`config.mk`:
```
export PLATFORM = sky130hd
export DESIGN_NAME = decoder_hakem
export DESIGN_NICKNAME = d
export VERILOG_FILES = /design/src/rtl/decoder_hakem_pkg.sv /design/src/rtl/decoder_hakem_rr.sv /design/src/rtl/decoder_hakem.sv
export SDC_FILE = /design/constraint.sdc
export NUM_CORES = 1
export LEC_CHECK = 0
export BUFFER_PORTS_ARGS = -buffer_cell sky130_fd_sc_hd__buf_4
export CORE_ASPECT_RATIO = 0.75
export CORE_MARGIN = 3
export CORE_UTILIZATION = 45
export DETAILED_ROUTE_END_ITERATION = 10
export MAX_ROUTING_LAYER = met4
export PLACE_DENSITY = 0.86
export SETUP_SLACK_MARGIN = 0.05
export SLEW_MARGIN = 20
export SYNTH_ARGS = -nofsm -noshare
export SYNTH_HDL_FRONTEND = slang
export SYNTH_SLANG_ARGS = --single-unit
```
`constraint.sdc`:
```
create_clock -name clk -period 8 [get_ports clk]
set_input_delay 0 -clock clk [delete_from_list [all_inputs] [get_ports clk]]
set_output_delay 0 -clock clk [all_outputs]
set_load 0.02 [all_outputs]
```
`src/rtl/decoder_hakem_pkg.sv`:
```
// Shared definitions for decoder_hakem: FSM state encoding, default sizes and a
// helper for counter widths.
package decoder_hakem_pkg;

  localparam int unsigned N_VARSAYILAN           = 12;
  localparam int unsigned K_VARSAYILAN           = 4;
  localparam int unsigned PARCA_VARSAYILAN       = 3;
  localparam int unsigned ZAMAN_ASIMI_VARSAYILAN = 64;

  // FSM state encoding
  typedef logic [1:0] durum_t;
  localparam durum_t BOS    = 2'd0;
  localparam durum_t GONDER = 2'd1;
  localparam durum_t BEKLE  = 2'd2;
  localparam durum_t TESLIM = 2'd3;

  // Bits needed to count 0..deger-1, never less than one.
  function automatic int unsigned sayac_genislik(input int unsigned deger);
    return (deger > 1) ? $clog2(deger) : 1;
  endfunction

endpackage

```
`src/rtl/decoder_hakem_rr.sv`:
```
// rr_hakem: K-way round-robin arbiter. The requester right after isaretci has
// the highest priority; verilen is one-hot, or all zero when nobody requests.
module rr_hakem #(
  parameter int unsigned K  = 4,
  parameter int unsigned PW = 2
) (
  input  logic [K-1:0]  istek,
  input  logic [PW-1:0] isaretci,
  output logic [K-1:0]  verilen
);

  int en_yakin;

  // Grant the requester with the smallest distance from isaretci+1.
  always_comb begin
    en_yakin = int'(K);
    for (int j = 0; j < int'(K); j++) begin
      if (istek[j] && ((j + int'(K) - 1 - int'(isaretci)) % int'(K)) < en_yakin) begin
        en_yakin = (j + int'(K) - 1 - int'(isaretci)) % int'(K);
      end
    end
    verilen = '0;
    for (int j = 0; j < int'(K); j++) begin
      verilen[j] = istek[j] && (((j + int'(K) - 1 - int'(isaretci)) % int'(K)) == en_yakin);
    end
  end

endmodule

```
`src/rtl/decoder_hakem.sv`:
```
// decoder_hakem: shares one decoder between K requesters. A round-robin winner's
// word is sent in parallel or as PARCA-bit chunks (MSB first), the decoder result
// is captured and returned with a one-hot valid pulse.
// Optional macro DECODER_HAKEM_TIMEOUT_EN: abandon BEKLE after ZAMAN_ASIMI cycles
// and report hata=1 with sonuc=0.
module decoder_hakem
  import decoder_hakem_pkg::*;
#(
  parameter int unsigned N           = N_VARSAYILAN,
  parameter int unsigned K           = K_VARSAYILAN,
  parameter int unsigned PARCA       = PARCA_VARSAYILAN,
  parameter int unsigned ZAMAN_ASIMI = ZAMAN_ASIMI_VARSAYILAN
) (
  input  logic           clk,
  input  logic           rst,
  input  logic [K-1:0]   istek,
  input  logic [K-1:0]   istek_mod,
  input  logic [K*N-1:0] istek_veri,
  output logic [K-1:0]   kabul,
  output logic [N-1:0]   sonuc,
  output logic [K-1:0]   sonuc_gecerli,
  output logic           hata,
  output logic           mesgul,
  output logic           d_basla,
  output logic           d_mod,
  output logic [N-1:0]   d_gelen_veri,
  input  logic [N-1:0]   d_cikan_veri,
  input  logic           d_bitti
);

  localparam int unsigned PARCA_SAYISI = N / PARCA;
  localparam int unsigned SW           = sayac_genislik(PARCA_SAYISI);
  localparam int unsigned PW           = sayac_genislik(K);

  durum_t         durum_q, durum_d;
  logic [PW-1:0]  isaretci_q, isaretci_d;
  logic [K-1:0]   kazanan_q, kazanan_d;
  logic           mod_q, mod_d;
  logic [N-1:0]   veri_q, veri_d;
  logic [SW-1:0]  sayac_q, sayac_d;
  logic [N-1:0]   sonuc_q, sonuc_d;
  logic [K-1:0]   kabul_q, kabul_d;

  logic [K-1:0]   verilen;
  logic [PW-1:0]  secilen_idx;
  logic           secilen_mod;
  logic [N-1:0]   secilen_veri;
  logic [N-1:0]   parca_genis;

`ifdef DECODER_HAKEM_TIMEOUT_EN
  localparam int unsigned ZW = sayac_genislik(ZAMAN_ASIMI);
  logic [ZW-1:0]  zaman_q, zaman_d;
  logic           hata_q, hata_d;
`else
  // ZAMAN_ASIMI has no effect when the timeout is compiled out.
  if (ZAMAN_ASIMI == 0) begin : g_zaman_kullanilmiyor
  end
`endif

  rr_hakem #(
    .K  (K),
    .PW (PW)
  ) u_rr_hakem (
    .istek    (istek),
    .isaretci (isaretci_q),
    .verilen  (verilen)
  );

  // Index, mode and word of the requester the arbiter picked.
  always_comb begin
    secilen_idx  = '0;
    secilen_mod  = 1'b0;
    secilen_veri = '0;
    for (int i = 0; i < int'(K); i++) begin
      if (verilen[i]) begin
        secilen_idx  = PW'(i);
        secilen_mod  = istek_mod[i];
        secilen_veri = istek_veri[i*N +: N];
      end
    end
  end

  // Next-state logic for the arbitration / send / wait / deliver sequence.
  always_comb begin
    durum_d    = durum_q;
    isaretci_d = isaretci_q;
    kazanan_d  = kazanan_q;
    mod_d      = mod_q;
    veri_d     = veri_q;
    sayac_d    = sayac_q;
    sonuc_d    = sonuc_q;
    kabul_d    = '0;
`ifdef DECODER_HAKEM_TIMEOUT_EN
    zaman_d    = '0;
    hata_d     = hata_q;
`endif
    case (durum_q)
      BOS: begin
        if (|istek) begin
          durum_d    = GONDER;
          kabul_d    = verilen;
          kazanan_d  = verilen;
          isaretci_d = secilen_idx;
          mod_d      = secilen_mod;
          veri_d     = secilen_veri;
          sayac_d    = '0;
        end
      end
      GONDER: begin
        if (!mod_q || sayac_q == SW'(PARCA_SAYISI - 1)) begin
          durum_d = BEKLE;
          sayac_d = '0;
        end else begin
          // Serial: next chunk moves into the top PARCA bits.
          sayac_d = sayac_q + SW'(1);
          veri_d  = veri_q << PARCA;
        end
      end
      BEKLE: begin
        if (d_bitti) begin
          durum_d = TESLIM;
          sonuc_d = d_cikan_veri;
`ifdef DECODER_HAKEM_TIMEOUT_EN
          hata_d  = 1'b0;
        end else if (zaman_q == ZW'(ZAMAN_ASIMI - 1)) begin
          durum_d = TESLIM;
          sonuc_d = '0;
          hata_d  = 1'b1;
        end else begin
          zaman_d = zaman_q + ZW'(1);
`endif
        end
      end
      TESLIM: durum_d = BOS;
      default: durum_d = BOS;
    endcase
  end

  // State registers; reset leaves requester 0 with first priority.
  always_ff @(posedge clk or negedge rst) begin
    if (!rst) begin
      durum_q    <= BOS;
      isaretci_q <= PW'(K - 1);
      kazanan_q  <= '0;
      mod_q      <= 1'b0;
      veri_q     <= '0;
      sayac_q    <= '0;
      sonuc_q    <= '0;
      kabul_q    <= '0;
    end else begin
      durum_q    <= durum_d;
      isaretci_q <= isaretci_d;
      kazanan_q  <= kazanan_d;
      mod_q      <= mod_d;
      veri_q     <= veri_d;
      sayac_q    <= sayac_d;
      sonuc_q    <= sonuc_d;
      kabul_q    <= kabul_d;
    end
  end

`ifdef DECODER_HAKEM_TIMEOUT_EN
  // Timeout counter and the error flag that accompanies the result pulse.
  always_ff @(posedge clk or negedge rst) begin
    if (!rst) begin
      zaman_q <= '0;
      hata_q  <= 1'b0;
    end else begin
      zaman_q <= zaman_d;
      hata_q  <= hata_d;
    end
  end
`endif

  // Current serial chunk, zero-extended to the decoder width.
  always_comb begin
    parca_genis              = '0;
    parca_genis[PARCA-1:0]   = veri_q[N-1 -: PARCA];
  end

  // Outputs decoded from the current state; zero outside the states that drive them.
  always_comb begin
    kabul         = kabul_q;
    sonuc         = sonuc_q;
    mesgul        = (durum_q != BOS);
    sonuc_gecerli = '0;
    hata          = 1'b0;
    d_basla       = 1'b0;
    d_mod         = 1'b0;
    d_gelen_veri  = '0;
    if (durum_q == GONDER) begin
      d_basla      = 1'b1;
      d_mod        = mod_q;
      d_gelen_veri = mod_q ? parca_genis : veri_q;
    end
    if (durum_q == TESLIM) begin
      sonuc_gecerli = kazanan_q;
`ifdef DECODER_HAKEM_TIMEOUT_EN
      hata          = hata_q;
`endif
    end
  end

endmodule

```
==> results.sh, run 1 <==
export IMPL_swShare=0.452
export IMPL_area_growth_pct=48.5
export IMPL_power_density_nw_per_um2=371
export IMPL_status="complete, no violations"
export IMPL_cts_tree="yes"
export IMPL_cts_inserted_buffers=5
export IMPL_final_common_cell="buf_4"
export IMPL_synth_edff_count=0
export IMPL_synth_area_um2=2400
export IMPL_slew_headroom=0.540
export IMPL_drc=0
export IMPL_io_buffers=105
export IMPL_hp_class="in2reg"
export IMPL_p_int_uw=723
export IMPL_design_area_um2=3560
export IMPL_vdd_drop_max_mv=0.189
export IMPL_antenna_found_initial=0
export IMPL_critPathBufInv=1
export IMPL_synth_cell_types=47
export IMPL_grt_first_pass_wirelength_mm=11.7
export IMPL_worstPathRequired_ns=8.22
export IMPL_path_cells="nand2b_1 > and2_1 > inv_1 > ha_1 > and2b_4 > nor2_1 > a21oi_1 > ha_1 > o22ai_1 > a22o_1 > nor2_1 > a21oi_1 > ha_1 > a21oi_1 > o21ai_2 > a31oi_2 > nor2_1 > a211o_1"
export IMPL_grt_max_degree=40
export IMPL_drive_above_1_share=0.364
export IMPL_overflow=0
export IMPL_clock_skew_ns=0.00318
export IMPL_ant_nets=0
export IMPL_htreeDepth=2
export IMPL_root_buffer="clkbuf_8"
export IMPL_timing_fmax_ghz=0.221
export IMPL_critPathKind="reg2reg"
export IMPL_clk_latency_ns=0.29
export IMPL_start_util=0.478
export IMPL_cp_top_family="compound AO/OA/AOI/OAI gates"
export IMPL_seq_area_frac_synth=0.408
export IMPL_seqPwrFrac=0.274
export IMPL_cp_slowest_cell="dfstp_2"
export IMPL_rsz0062_at_grt="false"
export IMPL_critPathMaxStageDelay_ns=0.60
export IMPL_viasPerCell=5.36
export IMPL_io_pins=107
export IMPL_post_route_util=0.710
export IMPL_ctsResizeCount=0
export IMPL_track_usage=0.233
export IMPL_leakagePower_uw=0.00169
export IMPL_finalSetupTns_ns=0
export IMPL_synth_area_per_cell_um2=9.58
export IMPL_hpwl_mm=5.11
export IMPL_die_area_um2=6250
export IMPL_ys_warn_count=0
export IMPL_hold_violations=0
export IMPL_core_area_um2=5010
export IMPL_synth_cells=250
export IMPL_ys_ff_latch=39
export IMPL_final_cell_mix="107 x buf_4, 37 x dfrtp_1, 25 x dlygate4sd3_1, 22 x nand2_1, 16 x and2_1"
export IMPL_nets=453
export IMPL_crit_path_max_fanout=13
export IMPL_hold_slack_ns=0.0100
export IMPL_die_w_um=90.3
export IMPL_setup_viol=0
export IMPL_synthFlopType="dfrtp_1"
export IMPL_dr_pass1_iters=4
export IMPL_row_count=22
export IMPL_clk_pin_slew_ns=0.07
export IMPL_wl_per_cell_um=15.8
export IMPL_worstMarginPinSlew_ns=0.688
export IMPL_slew_viol_final=0
export IMPL_fin_crit_sh=0.566
export IMPL_clock_sinks=39
export IMPL_drt_iter0_drc=142
export IMPL_num_vias=2391
export IMPL_crit_path_start_kind="register"
export IMPL_cap_viol_max_count=0
export IMPL_place_area_um2=3210
export IMPL_p_switching_uw=597
export IMPL_clock_power_share=0.100
export IMPL_endpoint_kind="register"
export IMPL_critPathArrivalTime_ns=4.74
export IMPL_antennaDiodeCount=0
export IMPL_async_flop_share=1.00
export IMPL_finalCriticalPeriod_ns=4.53
export IMPL_gp_congestion=0.870
export IMPL_first_global_vias=2401
export IMPL_cts_buffer_depth=2
export IMPL_die_h_um=69.2
export IMPL_synth_nets=329
export IMPL_drt_total_wl_mm=7.06
export IMPL_combPwrFrac=0.627
[per-layer routing]
layer  track usage  wire, um
met1         0.305      3250
met2         0.368      3280
met3        0.0521       449
met4        0.0611        70
met5             -         0
[worst paths after layout]
path	startpoint	end	slack [ns]	depth (start not counted)
setup / recovery	isaretci_q[0]$_DFFE_PN1P_	isaretci_q[0]$_DFFE_PN1P_	3.47	18
hold / removal	istek_mod[3]	mod_q$_DFFE_PN0P_	0.01	3
setup reg to reg	isaretci_q[0]$_DFFE_PN1P_	isaretci_q[0]$_DFFE_PN1P_	3.47	18
hold reg to reg	kazanan_q[0]$_DFFE_PN0P_	kazanan_q[0]$_DFFE_PN0P_	0.47	1
max in group asynchronous	rst	isaretci_q[0]$_DFFE_PN1P_	7.41	2
min in group asynchronous	rst	sonuc[8]$_DFFE_PN0P_	0.22	2
[cell usage after synthesis, types with 4 or more instances]
cell | n | area [um^2]
dfrtp_1 | 37 | 926
nand2_1 | 22 | 82.6
and2_1 | 16 | 100
o21ai_0 | 14 | 70.1
mux2_2 | 12 | 135
nor2_1 | 11 | 41.3
inv_1 | 10 | 37.5
o211ai_1 | 9 | 67.6
a21oi_1 | 8 | 40.0
ha_1 | 8 | 100
a31oi_1 | 7 | 43.8
nand3b_1 | 7 | 52.6
a221o_1 | 6 | 60.1
buf_2 | 6 | 30.0
clkbuf_1 | 6 | 22.5
nand2b_1 | 6 | 37.5
nor2b_1 | 6 | 37.5
a21o_1 | 5 | 37.5
a22o_1 | 5 | 43.8
a221oi_1 | 4 | 35.0
mux2i_1 | 4 | 40.0
nand3_1 | 4 | 20.0
o22ai_1 | 4 | 25.0
[power groups by stage]
stage	sequential [uW]	clock (uW)	combinational, uW
after floorplan	387	0	525
after global routing	372	146	906
after detailed placement	362	0	803
final	361	132	827
after global placement	356	0	782
after CTS	358	135	816
[area by class of cell]
cell class / count / area [um^2]
fill: 397 / 1450
multi-input combinational: 185 / 1310
timing repair buffer: 132 / 1050
sequential: 39 / 978
tap: 72 / 90.1
clock buffer: 6 / 82.6
inverter: 11 / 41.3
clock inverter: 1 / 5.00
[per-stage QoR]
stage,cells,setup WS (ns),power (uW)
after global routing,446,3.18,1420
after global placement,414,3.44,1140
after floorplan,250,4.23,912
after CTS,446,3.20,1310
after detailed placement,414,3.26,1170
final,446,3.47,1320
[repair_timing]
action                    in CTS  in global routing
hold buffers                  25                  0
hold endpoints to repair      61                  0
setup buffers                  0                  0
[worst register-to-register path: stages, from the launching register on]
cell and delay [ns]:
dfstp_2 0.60, nand2b_1 0.13, and2_1 0.15, inv_1 0.05
ha_1 0.21, and2b_4 0.30, nor2_1 0.05, a21oi_1 0.18
ha_1 0.27, o22ai_1 0.23, a22o_1 0.44, nor2_1 0.09
a21oi_1 0.15, ha_1 0.27, a21oi_1 0.19, o21ai_2 0.13
a31oi_2 0.58, nor2_1 0.18, a211o_1 0.26
[sequential cells by signal, indices dropped and copies added, names as in the netlist]
signal / cells
veri_q: 12
kazanan_q: 4
sayac_q: 2
durum_q: 2
mod_q: 1
sonuc: 12
kabul: 4
isaretci_q: 2
[logic make-up after synthesis]
family	Yosys count	synth area share
AO/OA/AOI/OAI	78	0.241
flip-flops	39	0.408
multiplexers	16	0.0731
adder cells (fa/ha/maj)	8	0.0418
AND/OR/NAND/NOR	82	0.185
buffers and inverters	26	0.0486
other	1	0.00157
No activity file was read; power rests on OpenSTA's default activity.
==> run 2, diff against run 1 <==
==> constraint.sdc (replaced) <==
create_clock -name clk -period 4.3 [get_ports clk]
set_input_delay 0 -clock clk [delete_from_list [all_inputs] [get_ports clk]]
set_output_delay 0 -clock clk [all_outputs]
set_load 0.02 [all_outputs]
==> run 2 against run 1 <==
The run now ends with hold timing left. Power up 93%. Clock skew grew 0.0035 ns. First-iteration DRC count increased by 26%. Largest cell class unchanged.
==> results.sh, run 2 (synthesis results as in run 1) <==
export IMPL_root_buffer="clkbuf_8"
export IMPL_slew_headroom=0.523
export IMPL_viasPerCell=5.48
export IMPL_grt_max_degree=40
export IMPL_hpwl_mm=5.33
export IMPL_clk_latency_ns=0.30
export IMPL_drive_above_1_share=0.374
export IMPL_drc=0
export IMPL_critPathArrivalTime_ns=4.30
export IMPL_clock_skew_ns=0.00665
export IMPL_wl_per_cell_um=16.6
export IMPL_nets=458
export IMPL_io_pins=107
export IMPL_core_area_um2=5010
export IMPL_top_layer="met4"
export IMPL_drt_total_wl_mm=7.51
export IMPL_cap_viol_max_count=0
export IMPL_htreeDepth=2
export IMPL_die_h_um=69.2
export IMPL_dr_wl_met3_um=584
export IMPL_status="finished with violations"
export IMPL_num_vias=2477
export IMPL_failed_checks="hold timing"
export IMPL_io_buffers=105
export IMPL_hold_slack_ns=-0.00376
export IMPL_start_util=0.478
export IMPL_num_fill_cells=387
export IMPL_post_route_util=0.723
export IMPL_hold_violations=1
export IMPL_antenna_found_initial=0
export IMPL_cts_buffer_depth=2
export IMPL_final_cell_mix="111 x buf_4, 37 x dfrtp_1, 25 x dlygate4sd3_1, 21 x nand2_1, 16 x and2_1"
export IMPL_vdd_drop_max_mv=0.323
export IMPL_drt_iter0_drc=179
export IMPL_setup_viol=0
export IMPL_rsz0062_at_grt="true"
export IMPL_finalCriticalPeriod_ns=4.07
export IMPL_final_common_cell="buf_4"
export IMPL_first_global_vias=2498
export IMPL_timing_fmax_ghz=0.246
export IMPL_cts_tree="yes"
export IMPL_antennaDiodeCount=0
export IMPL_grt_first_pass_wirelength_mm=12.2
export IMPL_area_growth_pct=51.1
export IMPL_overflow=0
export IMPL_hp_class="in2reg"
export IMPL_endpoint_kind="register"
export IMPL_critPathKind="reg2reg"
export IMPL_track_usage=0.249
export IMPL_gp_congestion=0.941
export IMPL_dr_pass1_iters=5
export IMPL_crit_path_start_kind="register"
export IMPL_die_w_um=90.3
export IMPL_cts_inserted_buffers=5
export IMPL_row_count=22
export IMPL_ant_nets=0
export IMPL_wl_met1_mm=3.37
export IMPL_worstPathRequired_ns=4.53
export IMPL_crit_path_max_fanout=13
export IMPL_power_density_nw_per_um2=705
export IMPL_worstMarginPinSlew_ns=0.716
export IMPL_die_area_um2=6250
export IMPL_wl_met2_mm=3.39
export IMPL_clk_pin_slew_ns=0.08
export IMPL_slew_viol_final=0
export IMPL_fin_crit_sh=0.946
export IMPL_clock_sinks=39
export IMPL_leakagePower_uw=0.00172
[run 2: worst max-delay path, stage by stage (launching register included)]
cell	delay (ns)
dfstp_2	0.60
nand2b_1	0.14
and2_1	0.15
inv_1	0.05
ha_1	0.22
and2b_4	0.31
nor2_1	0.06
a21oi_1	0.18
ha_1	0.21
and4b_1	0.22
a22o_1	0.24
nor2_1	0.09
a21oi_1	0.05
ha_1	0.33
nor2_1	0.05
o21ai_1	0.35
a31o_4	0.34
nor2_1	0.09
a211o_1	0.30
[run 2: cell type report]
class	instances	area (um^2)	share of cell area
clock inverters	1	5.00	0.00138
flip-flops and latches	39	978	0.270
clock buffers	7	76.3	0.0211
repair buffers	137	1100	0.305
inverters	11	41.3	0.0114
multi-input cells	185	1330	0.366
well taps	72	90.1	0.0249
[run 2: routing by layer]
metal	global-route usage	vias to the layer above
li1	-	1174
met1	0.326	1163
met2	0.379	123
met3	0.0683	17
met4	0.0747	0
met5	-	-
[run 2: through the flow]
step | setup WS, ns | cells | instance area, um^2 | TNS [ns] | power, uW
floorplan | 0.529 | 250 | 2400 | 0 | 1700
global placement | 0.404 | 416 | 3230 | 0 | 2140
detailed placement | 0.239 | 416 | 3230 | 0 | 2200
CTS | 0.191 | 449 | 3560 | 0 | 2470
global route | -0.0257 | 452 | 3620 | -0.0489 | 2740
finish | 0.234 | 452 | 3620 | 0 | 2550
[run 2: report_power, final]
group          switching (uW)  internal [uW]  leakage [uW]  total, uW
registers                 120            550      0.000471        670
clock network             129            114     0.0000422        243
logic                     917            721       0.00121       1640
total                    1170           1380       0.00172       2550
[run 2: timing repair]
item                       CTS  global route
setup endpoints to repair    0            13
hold endpoints to repair    61             0
hold buffers                25             0
gates resized for setup      0             4
setup buffers                0             3
[run 2: final timing paths]
kind	start	to	slack (ns)	cells after the start
hold reg to reg	kazanan_q[0]$_DFFE_PN0P_	kazanan_q[0]$_DFFE_PN0P_	0.48	1
setup / recovery	isaretci_q[0]$_DFFE_PN1P_	isaretci_q[0]$_DFFE_PN1P_	0.23	18
hold / removal	istek_veri[40]	veri_q[4]$_DFFE_PN0P_	-0.004	3
setup reg to reg	isaretci_q[0]$_DFFE_PN1P_	isaretci_q[0]$_DFFE_PN1P_	0.23	18
min in group asynchronous	rst	sonuc[9]$_DFFE_PN0P_	0.23	2
max in group asynchronous	rst	isaretci_q[1]$_DFFE_PN1P_	3.71	2
==> run 3, diff against run 2 <==
--- a/config.mk
+++ b/config.mk
@@ -9,6 +9,7 @@
 export CORE_ASPECT_RATIO = 0.75
 export CORE_MARGIN = 3
 export CORE_UTILIZATION = 45
+export CTS_BUF_LIST = sky130_fd_sc_hd__clkbuf_16
 export DETAILED_ROUTE_END_ITERATION = 10
 export MAX_ROUTING_LAYER = met4
 export PLACE_DENSITY = 0.86
==> run 3 against run 2 <==
The run still ends with hold timing left. Critical path depth did not move. Sequential power barely moved. Wire length fell by 1.7%. Clock skew fell by 0.0017 ns. Cell count fell by 1.1%. First-iteration DRC count rose by 13%. Die area did not move. Setup slack got worse by 0.0030 ns. Hold slack improved by 0.00097 ns. Sequential share of layout area barely moved. Non-clock buffer count fell by 5. Cell area rose by 0.17%. Critical path type unchanged.
==> results.sh, run 3 (synthesis results as in run 1) <==
export IMPL_power_density_nw_per_um2=732
export IMPL_worstMarginPinSlew_ns=0.710
export IMPL_p_total_uw=2650
export IMPL_die_w_um=90.3
export IMPL_drt_total_wl_mm=7.39
export IMPL_crit_top_cell="nor2_1"
export IMPL_critPathKind="reg2reg"
export IMPL_cts_inserted_buffers=5
export IMPL_seqPwrFrac=0.252
export IMPL_hold_slack_ns=-0.00279
export IMPL_critPathArrivalTime_ns=4.28
export IMPL_crit_path_max_fanout=13
export IMPL_reg2reg_slack_ns=0.23
export IMPL_place_ws_ns=0.239
export IMPL_gp_congestion=0.941
export IMPL_crit_path_start_kind="register"
export IMPL_clk_latency_ns=0.28
export IMPL_p_int_uw=1480
export IMPL_ant_nets=0
export IMPL_num_vias=2466
export IMPL_slew_headroom=0.527
export IMPL_cap_viol_max_count=0
export IMPL_hpwl_mm=5.33
export IMPL_io_buffers=105
export IMPL_final_instance_count_excl_fill=447
export IMPL_vdd_drop_max_mv=0.326
export IMPL_viasPerCell=5.52
export IMPL_endpoint_kind="register"
export IMPL_row_count=22
export IMPL_drive_above_1_share=0.379
export IMPL_track_usage=0.242
export IMPL_overflow=0
export IMPL_dp_cells=416
export IMPL_first_global_vias=2451
export IMPL_slew_viol_final=0
export IMPL_combPwrFrac=0.616
export IMPL_clock_sinks=39
export IMPL_setup_ws_ns=0.231
export IMPL_p_switching_uw=1180
export IMPL_setup_viol=0
export IMPL_fin_crit_sh=0.946
export IMPL_dr_pass1_iters=4
export IMPL_clock_skew_ns=0.00494
export IMPL_start_util=0.478
export IMPL_htreeDepth=2
export IMPL_root_buffer="clkbuf_16"
export IMPL_antennaDiodeCount=0
export IMPL_status="finished with violations"
export IMPL_cp_slowest_cell="dfstp_2"
export IMPL_antenna_found_initial=0
export IMPL_area_growth_pct=51.4
export IMPL_clock_power_share=0.132
export IMPL_place_area_um2=3230
export IMPL_critPathMaxStageDelay_ns=0.59
export IMPL_wl_per_cell_um=16.5
export IMPL_final_common_cell="buf_4"
export IMPL_min_path_cells=3
export IMPL_leakagePower_uw=0.00173
export IMPL_worstPathRequired_ns=4.51
export IMPL_path_cells="nand2b_1 > and2_1 > inv_1 > ha_1 > and2b_4 > nor2_1 > a21oi_1 > ha_1 > and4b_1 > a22o_1 > nor2_1 > a21oi_1 > ha_1 > nor2_1 > o21ai_1 > a31o_4 > nor2_1 > a211o_1"
export IMPL_ff2ff_path_depth=18
export IMPL_finalCriticalPeriod_ns=4.07
export IMPL_hp_class="in2reg"
export IMPL_timing_fmax_ghz=0.246
export IMPL_cts_buffer_depth=2
export IMPL_final_cell_mix="111 x buf_4, 37 x dfrtp_1, 21 x nand2_1, 20 x dlygate4sd3_1, 16 x and2_1"
export IMPL_swShare=0.443
export IMPL_rsz0062_at_grt="true"
export IMPL_hold_violations=1
export IMPL_grt_max_degree=40
export IMPL_clk_pin_slew_ns=0.06
export IMPL_die_h_um=69.2
export IMPL_drc=0
export IMPL_design_area_um2=3630
export IMPL_grt_first_pass_wirelength_mm=11.9
export IMPL_finalSetupTns_ns=0
export IMPL_core_area_um2=5010
export IMPL_drt_iter0_drc=203
export IMPL_cts_tree="yes"
export IMPL_io_pins=107
export IMPL_nets=453
export IMPL_die_area_um2=6250
export IMPL_failed_checks="hold timing"
==> run 3: per-layer routing <==
metal	wire length (um)	track usage	vias to the layer above
met1	3380	0.325	1169
met4	48	0.0594	0
met5	0	-	-
li1	-	-	1167
met2	3340	0.363	123
met3	615	0.0683	7
==> run 3: area by class of cell <==
type | count | area (um^2)
fill | 379 | 1380
multi-input combinational | 185 | 1330
timing repair buffer | 132 | 1050
sequential | 39 | 978
clock buffer | 5 | 125
tap | 72 | 90.1
inverter | 11 | 41.3
clock inverter | 3 | 12.5
==> run 3: repair_timing <==
action | 4_1_cts | 5_1_grt
buffers inserted | 0 | 3
hold endpoints to repair | 56 | 0
endpoints found under the setup margin | 0 | 13
hold buffers | 20 | 0
resized for setup | 0 | 4
==> run 3: power by group through the flow <==
stage | logic, uW | registers (uW) | clock network [uW]
after floorplan | 976 | 720 | 0
after global placement | 1480 | 660 | 0
after detailed placement | 1530 | 670 | 0
after CTS | 1550 | 665 | 353
after global routing | 1780 | 692 | 371
final | 1630 | 670 | 350
==> run 3: worst max-delay path, delay by kind of cell, from the launching register on <==
family / cells / cell delay [ns]
compound gates: 6 / 1.46
buf+inv: 1 / 0.05
fa+ha+maj: 3 / 0.77
flops: 1 / 0.59
simple gates: 8 / 1.10
==> run 3: worst paths after layout <==
kind                                            from                         to
max in group asynchronous                        rst  isaretci_q[0]$_DFFE_PN1P_
min                                   istek_veri[39]      veri_q[3]$_DFFE_PN0P_
max                        isaretci_q[0]$_DFFE_PN1P_  isaretci_q[0]$_DFFE_PN1P_
min reg2reg                 kazanan_q[0]$_DFFE_PN0P_   kazanan_q[0]$_DFFE_PN0P_
max reg2reg                isaretci_q[0]$_DFFE_PN1P_  isaretci_q[0]$_DFFE_PN1P_
min in group asynchronous                        rst       sonuc[9]$_DFFE_PN0P_
==> run 3: per-stage QoR <==
step	hold slack, ns	util
detailed placement	0.00271	0.645
finish	-0.00279	0.724
global route	0.0168	0.724
floorplan	-0.296	-
global placement	-0.00747	0.645
CTS	0.000198	0.712
